`config.mk`:
```
export PLATFORM = sky130hd
export DESIGN_NAME = execute_stage
export DESIGN_NICKNAME = d
export VERILOG_FILES = /design/src/rtl/execute_stage_pkg.sv /design/src/rtl/execute_stage_alu.sv /design/src/rtl/execute_stage.sv
export SDC_FILE = /design/constraint.sdc
export NUM_CORES = 1
export LEC_CHECK = 0
export ABC_AREA = 1
export CORE_MARGIN = 2
export CORE_UTILIZATION = 55
export DETAILED_ROUTE_END_ITERATION = 8
export PLACE_DENSITY = 0.83
export SLEW_MARGIN = 10
export SYNTH_ARGS = -nofsm -noshare
export SYNTH_HDL_FRONTEND = slang
export SYNTH_SLANG_ARGS = --single-unit
```
`constraint.sdc`:
```
create_clock -name clock -period 6.09 [get_ports clock]
set_clock_uncertainty 0.15 [all_clocks]
set_input_delay 1.5225 -clock clock [delete_from_list [all_inputs] [get_ports clock]]
set_output_delay 1.5225 -clock clock [all_outputs]
set_load 0.02 [all_outputs]
```
`src/rtl/execute_stage_pkg.sv`:
```
// ============================================================================
// Module      : execute_stage_pkg
// Description : Opcodes, register-ID sentinel, FSM states and decode helpers
//               shared by decode and the execute stage.
// Revision    : 1.0 - initial release
// ============================================================================
`default_nettype none

package execute_stage_pkg;

    localparam logic [3:0] c_RNONE     = 4'hF;

    localparam logic [7:0] c_OP_NOP    = 8'h00;
    localparam logic [7:0] c_OP_HALT   = 8'h01;
    localparam logic [7:0] c_OP_IRMOV  = 8'h10;
    localparam logic [7:0] c_OP_ADD    = 8'h20;
    localparam logic [7:0] c_OP_SUB    = 8'h21;
    localparam logic [7:0] c_OP_AND    = 8'h22;
    localparam logic [7:0] c_OP_XOR    = 8'h23;

    // ALU function codes equal ifun[1:0] of the ALU opcodes
    localparam logic [1:0] c_ALU_ADD   = 2'd0;
    localparam logic [1:0] c_ALU_SUB   = 2'd1;
    localparam logic [1:0] c_ALU_AND   = 2'd2;
    localparam logic [1:0] c_ALU_XOR   = 2'd3;

    typedef enum logic [1:0] {
        ST_RUN    = 2'd0,
        ST_HALTED = 2'd1,
        ST_ERROR  = 2'd2
    } state_e;

    function automatic logic reg_out_of_range(input logic [3:0] id, input int nreg);
        return (id != c_RNONE) && (int'(id) >= nreg);
    endfunction

endpackage

`default_nettype wire

```
`src/rtl/execute_stage_alu.sv`:
```
// ============================================================================
// Module      : alu
// Description : Combinational ALU producing result and {ZF,SF,OF}.
// Revision    : 1.0 - initial release
// ============================================================================
`default_nettype none

module alu
    import execute_stage_pkg::*;
#(
    parameter int XLEN = 32
) (
    input  logic [XLEN-1:0] alu_a_i,
    input  logic [XLEN-1:0] alu_b_i,
    input  logic [1:0]      alufun_i,
    output logic [XLEN-1:0] result_o,
    output logic [2:0]      flags_o
);

    logic w_ovf;

    always_comb begin
        result_o = '0;
        w_ovf    = 1'b0;
        case (alufun_i)
            c_ALU_ADD: begin
                result_o = alu_a_i + alu_b_i;
                w_ovf    = (alu_a_i[XLEN-1] == alu_b_i[XLEN-1]) &&
                           (result_o[XLEN-1] != alu_a_i[XLEN-1]);
            end
            c_ALU_SUB: begin
                result_o = alu_a_i - alu_b_i;
                w_ovf    = (alu_a_i[XLEN-1] != alu_b_i[XLEN-1]) &&
                           (result_o[XLEN-1] != alu_a_i[XLEN-1]);
            end
            c_ALU_AND: result_o = alu_a_i & alu_b_i;
            default:   result_o = alu_a_i ^ alu_b_i;
        endcase
        flags_o = {(result_o == '0), result_o[XLEN-1], w_ovf};
    end

endmodule

`default_nettype wire

```
`src/rtl/execute_stage.sv`:
```
// ============================================================================
// Module      : execute_stage
// Description : Two-register (E, W) execute stage with full forwarding,
//               condition codes and a RUN/HALTED/ERROR status FSM.
// Revision    : 1.0 - initial release
// ============================================================================
`default_nettype none

module execute_stage
    import execute_stage_pkg::*;
#(
    parameter int XLEN = 32,
    parameter int NREG = 8
) (
    input  logic            clock,
    input  logic            reset,
    input  logic            in_valid,
    output logic            in_ready,
    input  logic [3:0]      in_icode,
    input  logic [3:0]      in_ifun,
    input  logic [3:0]      in_rA,
    input  logic [3:0]      in_rB,
    input  logic [15:0]     in_valC,
    input  logic [XLEN-1:0] in_valA,
    input  logic [XLEN-1:0] in_valB,
    output logic            w_valid,
    output logic [3:0]      w_dst,
    output logic [XLEN-1:0] w_val,
    output logic [2:0]      cc,
    output logic            halted,
    output logic            error
);

    state_e          state_q;
    logic            in_ready_q, halted_q, error_q;

    logic            e_wr_q, e_alu_q;
    logic [1:0]      e_fun_q;
    logic [3:0]      e_dst_q;
    logic [XLEN-1:0] e_a_q, e_b_q;

    logic            w_valid_q;
    logic [3:0]      w_dst_q;
    logic [XLEN-1:0] w_val_q;
    logic [2:0]      cc_q;

    logic            e_wr_d, e_alu_d;
    logic [3:0]      e_dst_d;
    logic [XLEN-1:0] e_a_d, e_b_d;

    logic [7:0]      op;
    logic            dec_halt, dec_bad, dec_wr, dec_alu, accept, take;
    logic [3:0]      dec_dst;
    logic [XLEN-1:0] fwd_a, fwd_b, valc_ext, alu_res, e_res;
    logic [2:0]      alu_flags;

    assign op       = {in_icode, in_ifun};
    assign valc_ext = {{(XLEN-16){1'b0}}, in_valC};
    assign accept   = in_valid && in_ready_q;
    assign take     = accept && !dec_halt && !dec_bad;

    always_comb begin
        dec_halt = 1'b0;
        dec_bad  = 1'b0;
        dec_wr   = 1'b0;
        dec_alu  = 1'b0;
        dec_dst  = c_RNONE;
        case (op)
            c_OP_NOP:  ;
            c_OP_HALT: dec_halt = 1'b1;
            c_OP_IRMOV: begin
                dec_bad = reg_out_of_range(in_rB, NREG);
                dec_wr  = (in_rB != c_RNONE);
                dec_dst = in_rB;
            end
            c_OP_ADD, c_OP_SUB, c_OP_AND, c_OP_XOR: begin
                dec_bad = reg_out_of_range(in_rA, NREG) || reg_out_of_range(in_rB, NREG);
                dec_alu = 1'b1;
                dec_wr  = (in_rA != c_RNONE);
                dec_dst = in_rA;
            end
            default:   dec_bad = 1'b1;
        endcase
    end

    // The youngest in-flight producer (E) wins over the older one (W)
    always_comb begin
        fwd_a = in_valA;
        if (in_rA != c_RNONE && e_wr_q && in_rA == e_dst_q)
            fwd_a = e_res;
        else if (in_rA != c_RNONE && w_valid_q && in_rA == w_dst_q)
            fwd_a = w_val_q;

        fwd_b = in_valB;
        if (in_rB != c_RNONE && e_wr_q && in_rB == e_dst_q)
            fwd_b = e_res;
        else if (in_rB != c_RNONE && w_valid_q && in_rB == w_dst_q)
            fwd_b = w_val_q;
    end

    always_comb begin
        e_wr_d  = take && dec_wr;
        e_alu_d = take && dec_alu;
        e_dst_d = (take && dec_wr) ? dec_dst : c_RNONE;
        e_a_d   = fwd_a;
        e_b_d   = dec_alu ? fwd_b : valc_ext;
    end

    alu #(
        .XLEN(XLEN)
    ) u_alu (
        .alu_a_i  (e_a_q),
        .alu_b_i  (e_b_q),
        .alufun_i (e_fun_q),
        .result_o (alu_res),
        .flags_o  (alu_flags)
    );

    // Non-ALU entries carry their write value (IRMOV immediate) in e_b_q
    assign e_res = e_alu_q ? alu_res : e_b_q;

    always_ff @(posedge clock) begin
        if (reset) begin
            state_q    <= ST_RUN;
            in_ready_q <= 1'b1;
            halted_q   <= 1'b0;
            error_q    <= 1'b0;
        end else if (state_q == ST_RUN && accept) begin
            if (dec_bad) begin
                state_q    <= ST_ERROR;
                in_ready_q <= 1'b0;
                error_q    <= 1'b1;
            end else if (dec_halt) begin
                state_q    <= ST_HALTED;
                in_ready_q <= 1'b0;
                halted_q   <= 1'b1;
            end
        end
    end

    always_ff @(posedge clock) begin
        if (reset) begin
            e_wr_q    <= 1'b0;
            e_alu_q   <= 1'b0;
            e_fun_q   <= 2'd0;
            e_dst_q   <= c_RNONE;
            e_a_q     <= '0;
            e_b_q     <= '0;
            w_valid_q <= 1'b0;
            w_dst_q   <= c_RNONE;
            w_val_q   <= '0;
            cc_q      <= 3'b000;
        end else begin
            e_wr_q    <= e_wr_d;
            e_alu_q   <= e_alu_d;
            e_fun_q   <= in_ifun[1:0];
            e_dst_q   <= e_dst_d;
            e_a_q     <= e_a_d;
            e_b_q     <= e_b_d;
            w_valid_q <= e_wr_q;
            w_dst_q   <= e_wr_q ? e_dst_q : c_RNONE;
            w_val_q   <= e_wr_q ? e_res : '0;
            if (e_alu_q)
                cc_q <= alu_flags;
        end
    end

    assign in_ready = in_ready_q;
    assign halted   = halted_q;
    assign error    = error_q;
    assign w_valid  = w_valid_q;
    assign w_dst    = w_dst_q;
    assign w_val    = w_val_q;
    assign cc       = cc_q;

endmodule

`default_nettype wire

```
==> results of run 1 <==
## layout make-up
cell class	instances	share of cell area (%)
clock inverter	15	1.43
inverter	406	11.3
clock buffer	17	3.16
timing repair buffer	151	11.0
multi-input combinational	1423	53.1
sequential	117	17.4
antenna	1	0.0186
tap	270	2.51
## layer usage
metal	routed length [um]	global-route usage [%]	vias to the layer above
li1	-	-	6485
met1	18100	51.6	5873
met2	17200	56.8	683
met3	4130	7.79	95
met4	1260	12.1	0
met5	0	0	-
## registers in the layout (all words and copies together), names as in the netlist
name / count
cc: 3
e_a_q: 32
e_alu_q: 1
e_b_q: 32
e_dst_q: 4
e_fun_q: 2
e_wr_q: 1
error: 1
halted: 1
in_ready: 1
state_q: 2
w_dst: 4
w_val: 32
w_valid: 1
## worst max-delay path by stage
stage	from	to	slack (ps)	depth (start not counted)
floorplan	in_ifun[3]	e_dst_q[1]	2990	10
global placement	in_rA[0]	e_a_q[20]	1810	9
detailed placement	in_rA[3]	e_a_q[20]	1720	9
CTS	in_rA[3]	e_a_q[20]	2140	9
global route	in_rA[0]	e_a_q[19]	1840	10
finish	e_fun_q[1]	cc[2]	2070	12
## stage by stage
stage / cells / power [uW] / worst slack [ps] / hold slack [ps] / utilization, %
floorplan: 2026 / 1220 / 2990 / 280 / -
global placement: 2367 / 1400 / 1810 / 290 / 63.3
detailed placement: 2367 / 1410 / 1720 / 298 / 63.3
CTS: 2399 / 2460 / 2140 / 309 / 66.3
global route: 2399 / 2580 / 1840 / 335 / 66.3
finish: 2400 / 2470 / 2070 / 314 / 66.3
## placed cells by master (no fill, tap or decap), types with 8 or more instances in the layout
cell,n
ha_1,64
o21bai_1,11
o21ai_0,124
o211ai_1,55
inv_1,384
nand2_1,646
inv_2,19
a21oi_1,61
nand4_1,25
dfxtp_1,117
clkbuf_16,17
nand3_1,159
nor2_1,159
nand2_2,14
o21ai_1,8
buf_4,10
nor2_2,17
nor3_1,11
clkdlybuf4s50_1,141
## cells by family after synthesis
logic type	count (synthesis)
flops	117
buf+inv	486
fa+ha+maj	66
simple gates	1071
xor+xnor	5
compound gates	281
## power by group through the flow
stage | clock [uW] | combinational (uW) | sequential, uW
2_1_floorplan | 0 | 406 | 815
3_3_place_gp | 0 | 579 | 825
3_5_place_dp | 0 | 587 | 826
4_1_cts | 1060 | 591 | 809
5_1_grt | 1100 | 669 | 811
6_report | 1050 | 606 | 810
## critical path: cells and delay by family, from the launching register on
| kind | cells | cell delay [ps] |
|---|---|---|
| buf+inv | 1 | 950 |
| compound gates | 1 | 150 |
| simple gates | 10 | 1660 |
| flops | 1 | 1010 |
==> metrics.txt, run 1 <==
outcome finished clean; R2R setup slack about 2100 ps; crit path kind register to register; Nets ~2300; final slew viol count 0; largest net degree at the start of global routing 64; post-synthesis mux area share 0%; setup violators final 0; gr ovfl total 0; global-route wire length before repair 64000 um; pwr dens between 150 and 200 mW/mm^2; synthesized cell area between 0.01 and 0.015 mm^2; Synth Net Count roughly 2200; post-synth top area share a little over a fifth; most common cell in the netlist nand2_1; hpwl dp ~32000 um; Final min period a little over 4000 ps; Clock power frac 42.7%; clock buffer depth 2; sequential power share about a third; Post-Syn Instances 2026; P_sw 812 uW; top post-synthesis cells by area nand2_1 21%, dfxtp_1 20%, inv_1 13%; CORE AREA about 0.020 mm^2; Vert. Die Dim 148 um; reg2reg end cc[2]; RD Place Congestion 0.997; hold depth 2; clk slew on worst S/H paths around 60 ps; die width between 100 and 150 um; XOR/XNOR share of the synthesized area less than 1%; initial antenna violation count 1; Worst setup EP type register; share of layout cells above drive strength 1 5.68%; TNS Setup 0 ps; CTS tree done; Worst Tran Pin Value 1120 ps; maximum VDD drop approximately 0.24 mV; adder-cell share of the synthesized area roughly 7.4%; Sequential Area ~0.0023 mm^2; 1st-iter DRT viols between 1000 and 1500; IO buf count between 100 and 150; Die ar. between 0.02 and 0.025 mm^2; multi-input logic area 0.00715 mm^2; fmax ~0.25 GHz; Finished Cell Area between 0.01 and 0.015 mm^2; wire per inst about 17 um; Hold Violations, Final 0; synth unique cells between 40 and 50; DRC Markers 0; Filler Cell Count ~1900; IO Count ~140; setup repair bufs after CTS 0; Site Rows 52; post-cts hold buffer count 0; Routed WL a little over 40000 um; total internal power about 1700 uW; sequential fraction of the synthesis area 20.5%; crit-path max FO 21; hold path start error; CTS root buf clkbuf_16; WP data required 6280 ps; YS warnings 0; H-Tree Depth 4; critical path arrival between 4000 and 5000 ps; ys flop type dfxtp_1; starting density of the core 56.3%; vias in the first global route between 10000 and 15000; Vias 13136; Global Route Usage Sum 36.9%; Static Leak 0.00683 uW; Slew HR 25.2%; EDFF count, synth 0; Max Cap Viol 0; Post-Synth Simple-Gate Area 40.1%; largest family of logic cells by synthesized area simple AND/OR/NAND/NOR gates; sw frac 32.9%; FF-to-FF path depth 12; complex-gate fraction of the synthesized area between 10% and 20%; antenna violation net count after detailed routing 0; CP Launch Type register; CTS-repair resized insts 0; Hold Crit Class register to register; synth cell count leaders 647 x nand2_1, 384 x inv_1, 160 x nor2_1; Num CTS Buffers 17; Worst-Skew Late Latency 410 ps; area grow syn2layout 17.7%; worst flop-to-flop path startpoint e_fun_q[1]; RSZ-0062 raised after global routing false; flops & latches, synth 117; slowest CP cell dfxtp_1; Crit path top cell by count nand2_1; Critical Path Max Stage Delay between 1000 and 1500 ps; DP Area 0.0128 mm^2; WHS Endpoint error; Avg Synthesized Cell Area 5.64 um^2; logic gate share of total power approximately a quarter; largest area contributor in the netlist nand2_1; Pre-antenna DRT Iters 6; period utilization around 66%; FFs w/ async S/R, synth 0%; clock sink total around 120; drt via density roughly 5.5; crit-path cells nand2_1 -> inv_1 -> nand2_1 -> nand2_1 -> nand3_1 -> nor2_1 -> nand2_1 -> nor2_1 -> nand2_1 -> nor2_1 -> nand3_1 -> a21oi_2
No activity file was read; power rests on OpenSTA's default activity.
==> run 2, diff against run 1 <==
==> constraint.sdc (replaced) <==
create_clock -name clock -period 4.2 [get_ports clock]
set_clock_uncertainty 0.15 [all_clocks]
set_input_delay 1.05 -clock clock [delete_from_list [all_inputs] [get_ports clock]]
set_output_delay 1.05 -clock clock [all_outputs]
set_load 0.02 [all_outputs]
==> metrics.txt, run 2 (synthesis results as in run 1) <==
crit-path max FO 3; crit path kind register to register; Hold Violations, Final 0; antenna violation net count after detailed routing 0; Final min period 3290 ps; ANT cells 0; DRC Markers 0; Site Rows between 50 and 60; total internal power around 2400 uW; Slew HR between 30% and 40%; sequential power share about a third; 1st-iter DRT viols ~1300; WP data required 4390 ps; Static Leak between 0.006 and 0.007 uW; CORE AREA slightly above 0.02 mm^2; critical path arrival 3490 ps; clock buffer depth 2; Die ar. about 0.022 mm^2; fmax slightly above 0.3 GHz; pwr dens between 200 and 300 mW/mm^2; Vias approximately 13000; largest net degree at the start of global routing 64; drt via density 5.52; setup repair bufs after CTS 0; Max Cap Viol 0; CTS-repair resized insts 0; Layout Utilization between 60% and 70%; P_sw 1120 uW; vias in the first global route 12111; outcome finished clean; sw frac around a third; Vert. Die Dim around 150 um; die width 148 um; IO Count between 100 and 150; H-Tree Depth 4; final slew viol count 0; Hold Crit Class register to register; Worst-Skew Late Latency 410 ps; TNS Setup 0 ps; hpwl dp around 33000 um; Nets 2289; global-route wire length before repair ~63000 um; Routed WL around 41000 um; CTS root buf clkbuf_16; area grow syn2layout 18.0%; clk slew on worst S/H paths 60 ps; CP Launch Type register; CTS tree done; period utilization between 70% and 80%; gr ovfl total 0; Worst Tran Pin Value about 960 ps; maximum VDD drop 0.281 mV; Num CTS Buffers 17; most frequent cells in the layout 646 x nand2_1, 384 x inv_1, 159 x nor2_1, 159 x nand3_1, 141 x clkdlybuf4s50_1; setup violators final 0; IO buf count 141; commonest non-fill, non-tap cell in the layout nand2_1; RD Place Congestion a little over 1; wire per inst approximately 17 um; Pre-antenna DRT Iters 7; Global Route Usage Sum 36.6%; initial antenna violation count 0; RSZ-0062 raised after global routing false; Worst setup EP type register; share of layout cells above drive strength 1 under 10%; logic gate share of total power about a quarter; post-cts hold buffer count 0; clock sink total 117; Clock power frac between 40% and 50%; starting density of the core 56.3%
## run 2: power groups by stage
stage                     sequential [uW]  combinational (uW)  clock [uW]
after CTS                            1170                 863        1470
after global routing                 1180                 978        1520
after floorplan                      1180                 589           0
final                                1170                 885        1470
after detailed placement             1200                 857           0
after global placement               1190                 849           0
## run 2: path summary, 6_finish.rpt
| kind | from | endpoint | slack, ps | cells past startpoint |
|---|---|---|---|---|
| setup reg to reg | e_a_q[1] | cc[2] | 910 | 19 |
| hold reg to reg | state_q[0] | state_q[0] | 310 | 2 |
| hold / removal | state_q[0] | state_q[0] | 310 | 2 |
| setup / recovery | e_a_q[1] | cc[2] | 910 | 19 |
## run 2: stage by stage
step / instance area (um^2) / setup WS [ps] / total power (uW) / std cells / hold WS (ps)
2_1_floorplan: 11400 / 1580 / 1770 / 2026 / 280
3_3_place_gp: 12900 / 657 / 2040 / 2375 / 286
3_5_place_dp: 12900 / 621 / 2050 / 2375 / 295
4_1_cts: 13500 / 1040 / 3510 / 2406 / 304
5_1_grt: 13500 / 743 / 3670 / 2406 / 339
6_report: 13500 / 909 / 3520 / 2406 / 312
## run 2: metal layers
metal  up-vias  wire length (um)  track usage (%)
met1      5974             18000             51.2
met4         0               970             10.9
li1       6507                 -                -
met5         -                 0                0
met3        71              4070             6.23
met2       718             17600             57.9
## run 2: cell type report
type                    count  area [um^2]
clock inverters            12          155
inverters                 406         1520
well taps                 270          338
multi-input cells        1423         7140
clock buffers              19          443
fillers                  1908         6810
flip-flops and latches    117         2340
repair buffers            159         1550
## run 2: critical path, cell delays in order (launching register included)
cell      delay, ps
dfxtp_1         490
inv_1           150
fa_1            480
inv_1           140
nand2_1         110
nand2_1         120
nand3_1          90
nand2_1         100
nand2_1         100
nand2_2         130
nand2_1          60
nand3_1          70
nand3b_1         70
nor2_1          210
nand2_1         110
nor2_1          150
nand2_1          70
nor2_1          150
nand3_1         120
a21oi_2         130
==> run 3, diff against run 2 <==
--- a/config.mk
+++ b/config.mk
@@ -7,9 +7,9 @@
 export LEC_CHECK = 0
 export ABC_AREA = 1
 export CORE_MARGIN = 2
-export CORE_UTILIZATION = 55
+export CORE_UTILIZATION = 52
 export DETAILED_ROUTE_END_ITERATION = 8
-export PLACE_DENSITY = 0.83
+export PLACE_DENSITY = 0.82
 export SLEW_MARGIN = 10
 export SYNTH_ARGS = -nofsm -noshare
 export SYNTH_HDL_FRONTEND = slang
==> constraint.sdc (replaced) <==
create_clock -name clock -period 2.82 [get_ports clock]
set_clock_uncertainty 0.15 [all_clocks]
set_input_delay 0.705 -clock clock [delete_from_list [all_inputs] [get_ports clock]]
set_output_delay 0.705 -clock clock [all_outputs]
set_load 0.02 [all_outputs]
==> metrics.txt, run 3 (synthesis results as in run 1) <==
outcome finished, violations left; failing checks setup timing; GR Util met2 a little under three fifths; initial antenna violation count 0; antenna violation net count after detailed routing 0; Critical Path Max Stage Delay between 300 and 400 ps; setup ws final -121 ps; die width approximately 150 um; Pre-antenna DRT Iters 6; R2R setup slack -120 ps; final slew viol count 0; share of layout cells above drive strength 1 approximately 23%; period utilization 104%; crit-path max FO 3; clock sink total around 120; CP Launch Type register; total power 5640 uW; FF-to-FF path depth 20; drt via density about 5.6; IO buf count 141; hpwl dp roughly 34000 um; most frequent cells in the layout 583 x nand2_1, 358 x inv_1, 177 x buf_4; CTS tree done; Worst Tran Pin Value between 700 and 800 ps; vias in the first global route 13123; Final min period between 2000 and 3000 ps; clk slew on worst S/H paths 60 ps; Nets ~2500; reg2reg end cc[2]; worst flop-to-flop path startpoint e_a_q[0]; H-Tree Depth 4; Global Route Usage Sum 35.5%; Vias between 10000 and 15000; clock buffer depth 2; CP endpoint cc[2]; Routed WL roughly 45000 um; area grow syn2layout 38.8%; Vert. Die Dim about 150 um; setup violators final 2; maximum VDD drop between 0.4 and 0.5 mV; Site Rows 54; Static Leak slightly below 0.008 uW; CORE AREA 0.0217 mm^2; critical path arrival 3130 ps; Slew HR between 40% and 50%; IO Count ~140; top cell family by delay on the critical path simple AND/OR/NAND/NOR gates; starting density of the core 52.7%; pwr dens around 360 mW/mm^2; DRC Markers 0; Hold Crit Class register to register; gr ovfl total 0; CTS root buf clkbuf_16; Worst-Skew Late Latency 410 ps; Max Cap Viol 0; Hold Violations, Final 0; WP buf/inv 2; Num CTS Buffers 17; met1 GRT Util approximately 50%; Worst setup EP type register; RD Place Congestion between 1 and 1.5; 1st-iter DRT viols about 1500; global-route wire length before repair just under 70000 um; fmax around 0.34 GHz; wire per inst about 17 um; Worst Setup SP e_a_q[0]; Die ar. 0.0232 mm^2; largest net degree at the start of global routing 38; commonest non-fill, non-tap cell in the layout nand2_1; Setup WS pre-CTS -546 ps; WP data required 3010 ps; crit-path cells inv_4 -> ha_4 -> fa_2 -> inv_2 -> nand2_2 -> nand2_4 -> nand3_4 -> nand2_4 -> nand2_2 -> nand2_2 -> nand2_1 -> nand3_1 -> nand4_1 -> nor2_1 -> nand2_1 -> nor2_1 -> nand2_1 -> nor2_2 -> nand3_2 -> a21oi_2; slowest CP cell dfxtp_4; post-cts hold buffer count 0; ANT cells 0; number of cells on the critical path 20; met3 Usage GRT under 10%; crit path kind register to register; RSZ-0062 raised after global routing true; GRT busiest layer met2; hold path start state_q[0]
==> run 3: cell count changes in the layout (fill, tap and decap cells not counted), sizes merged <==
cell	before	now
buf	18	187
bufinv	3	2
clkbuf	19	20
clkinv	9	7
clkinvlp	2	6
inv	404	403
nor4	7	8
==> run 3: worst reg2reg max path: cells and delay by family (launching register included) <==
family,cells,cell delay [ps]
AND/OR/NAND/NOR,15,1540
adder cells (fa/ha/maj),2,520
AO/OA/AOI/OAI,1,140
buffers and inverters,2,150
flip-flops,1,380
==> run 3: where the power goes <==
part / internal (uW) / switching, uW
registers: 1700 / 51.8
clock network: 1320 / 793
logic: 752 / 1030
total: 3770 / 1870
==> run 3: layout make-up <==
| type | count | area (um^2) |
|---|---|---|
| Sequential cell | 117 | 2370 |
| Clock inverter | 12 | 130 |
| Fill cell | 1761 | 5820 |
| Clock buffer | 20 | 447 |
| Timing Repair Buffer | 328 | 2920 |
| Inverter | 406 | 1540 |
| Tap cell | 280 | 350 |
| Multi-Input combinational cell | 1424 | 8110 |
==> run 3: per-layer routing <==
| metal | vias up | part of all wire, % |
|---|---|---|
| li1 | 6826 | - |
| met1 | 6571 | 42 |
| met2 | 871 | 45 |
| met3 | 150 | 9.8 |
| met4 | 0 | 3.7 |
| met5 | - | 0 |
==> run 3: worst min-delay path by stage <==
| stage | endpoint | depth (start not counted) |
|---|---|---|
| 2_1_floorplan | state_q[1] | 2 |
| 3_3_place_gp | state_q[0] | 2 |
| 3_5_place_dp | error | 2 |
| 4_1_cts | error | 2 |
| 5_1_grt | halted | 2 |
| 6_report | state_q[0] | 2 |
==> run 3: timing repair <==
| item | CTS | global route |
|---|---|---|
| resized for setup | 41 | 259 |
| pin swaps | 7 | 90 |
| gates cloned | 1 | 0 |
| setup buffers | 5 | 25 |
| endpoints found under the setup margin | 55 | 81 |
==> run 3: metrics by stage <==
step	utilization, %	TNS (ps)	hold WS (ps)	instances	instance area (um^2)
4_1_cts	68.0	-35.8	315	2562	14800
6_report	73.2	-138	314	2587	15900
5_1_grt	73.2	-2880	332	2587	15900
3_5_place_dp	64.6	-18980	304	2524	14000
3_3_place_gp	64.6	-18190	288	2524	14000
2_1_floorplan	-	0	280	2026	11400
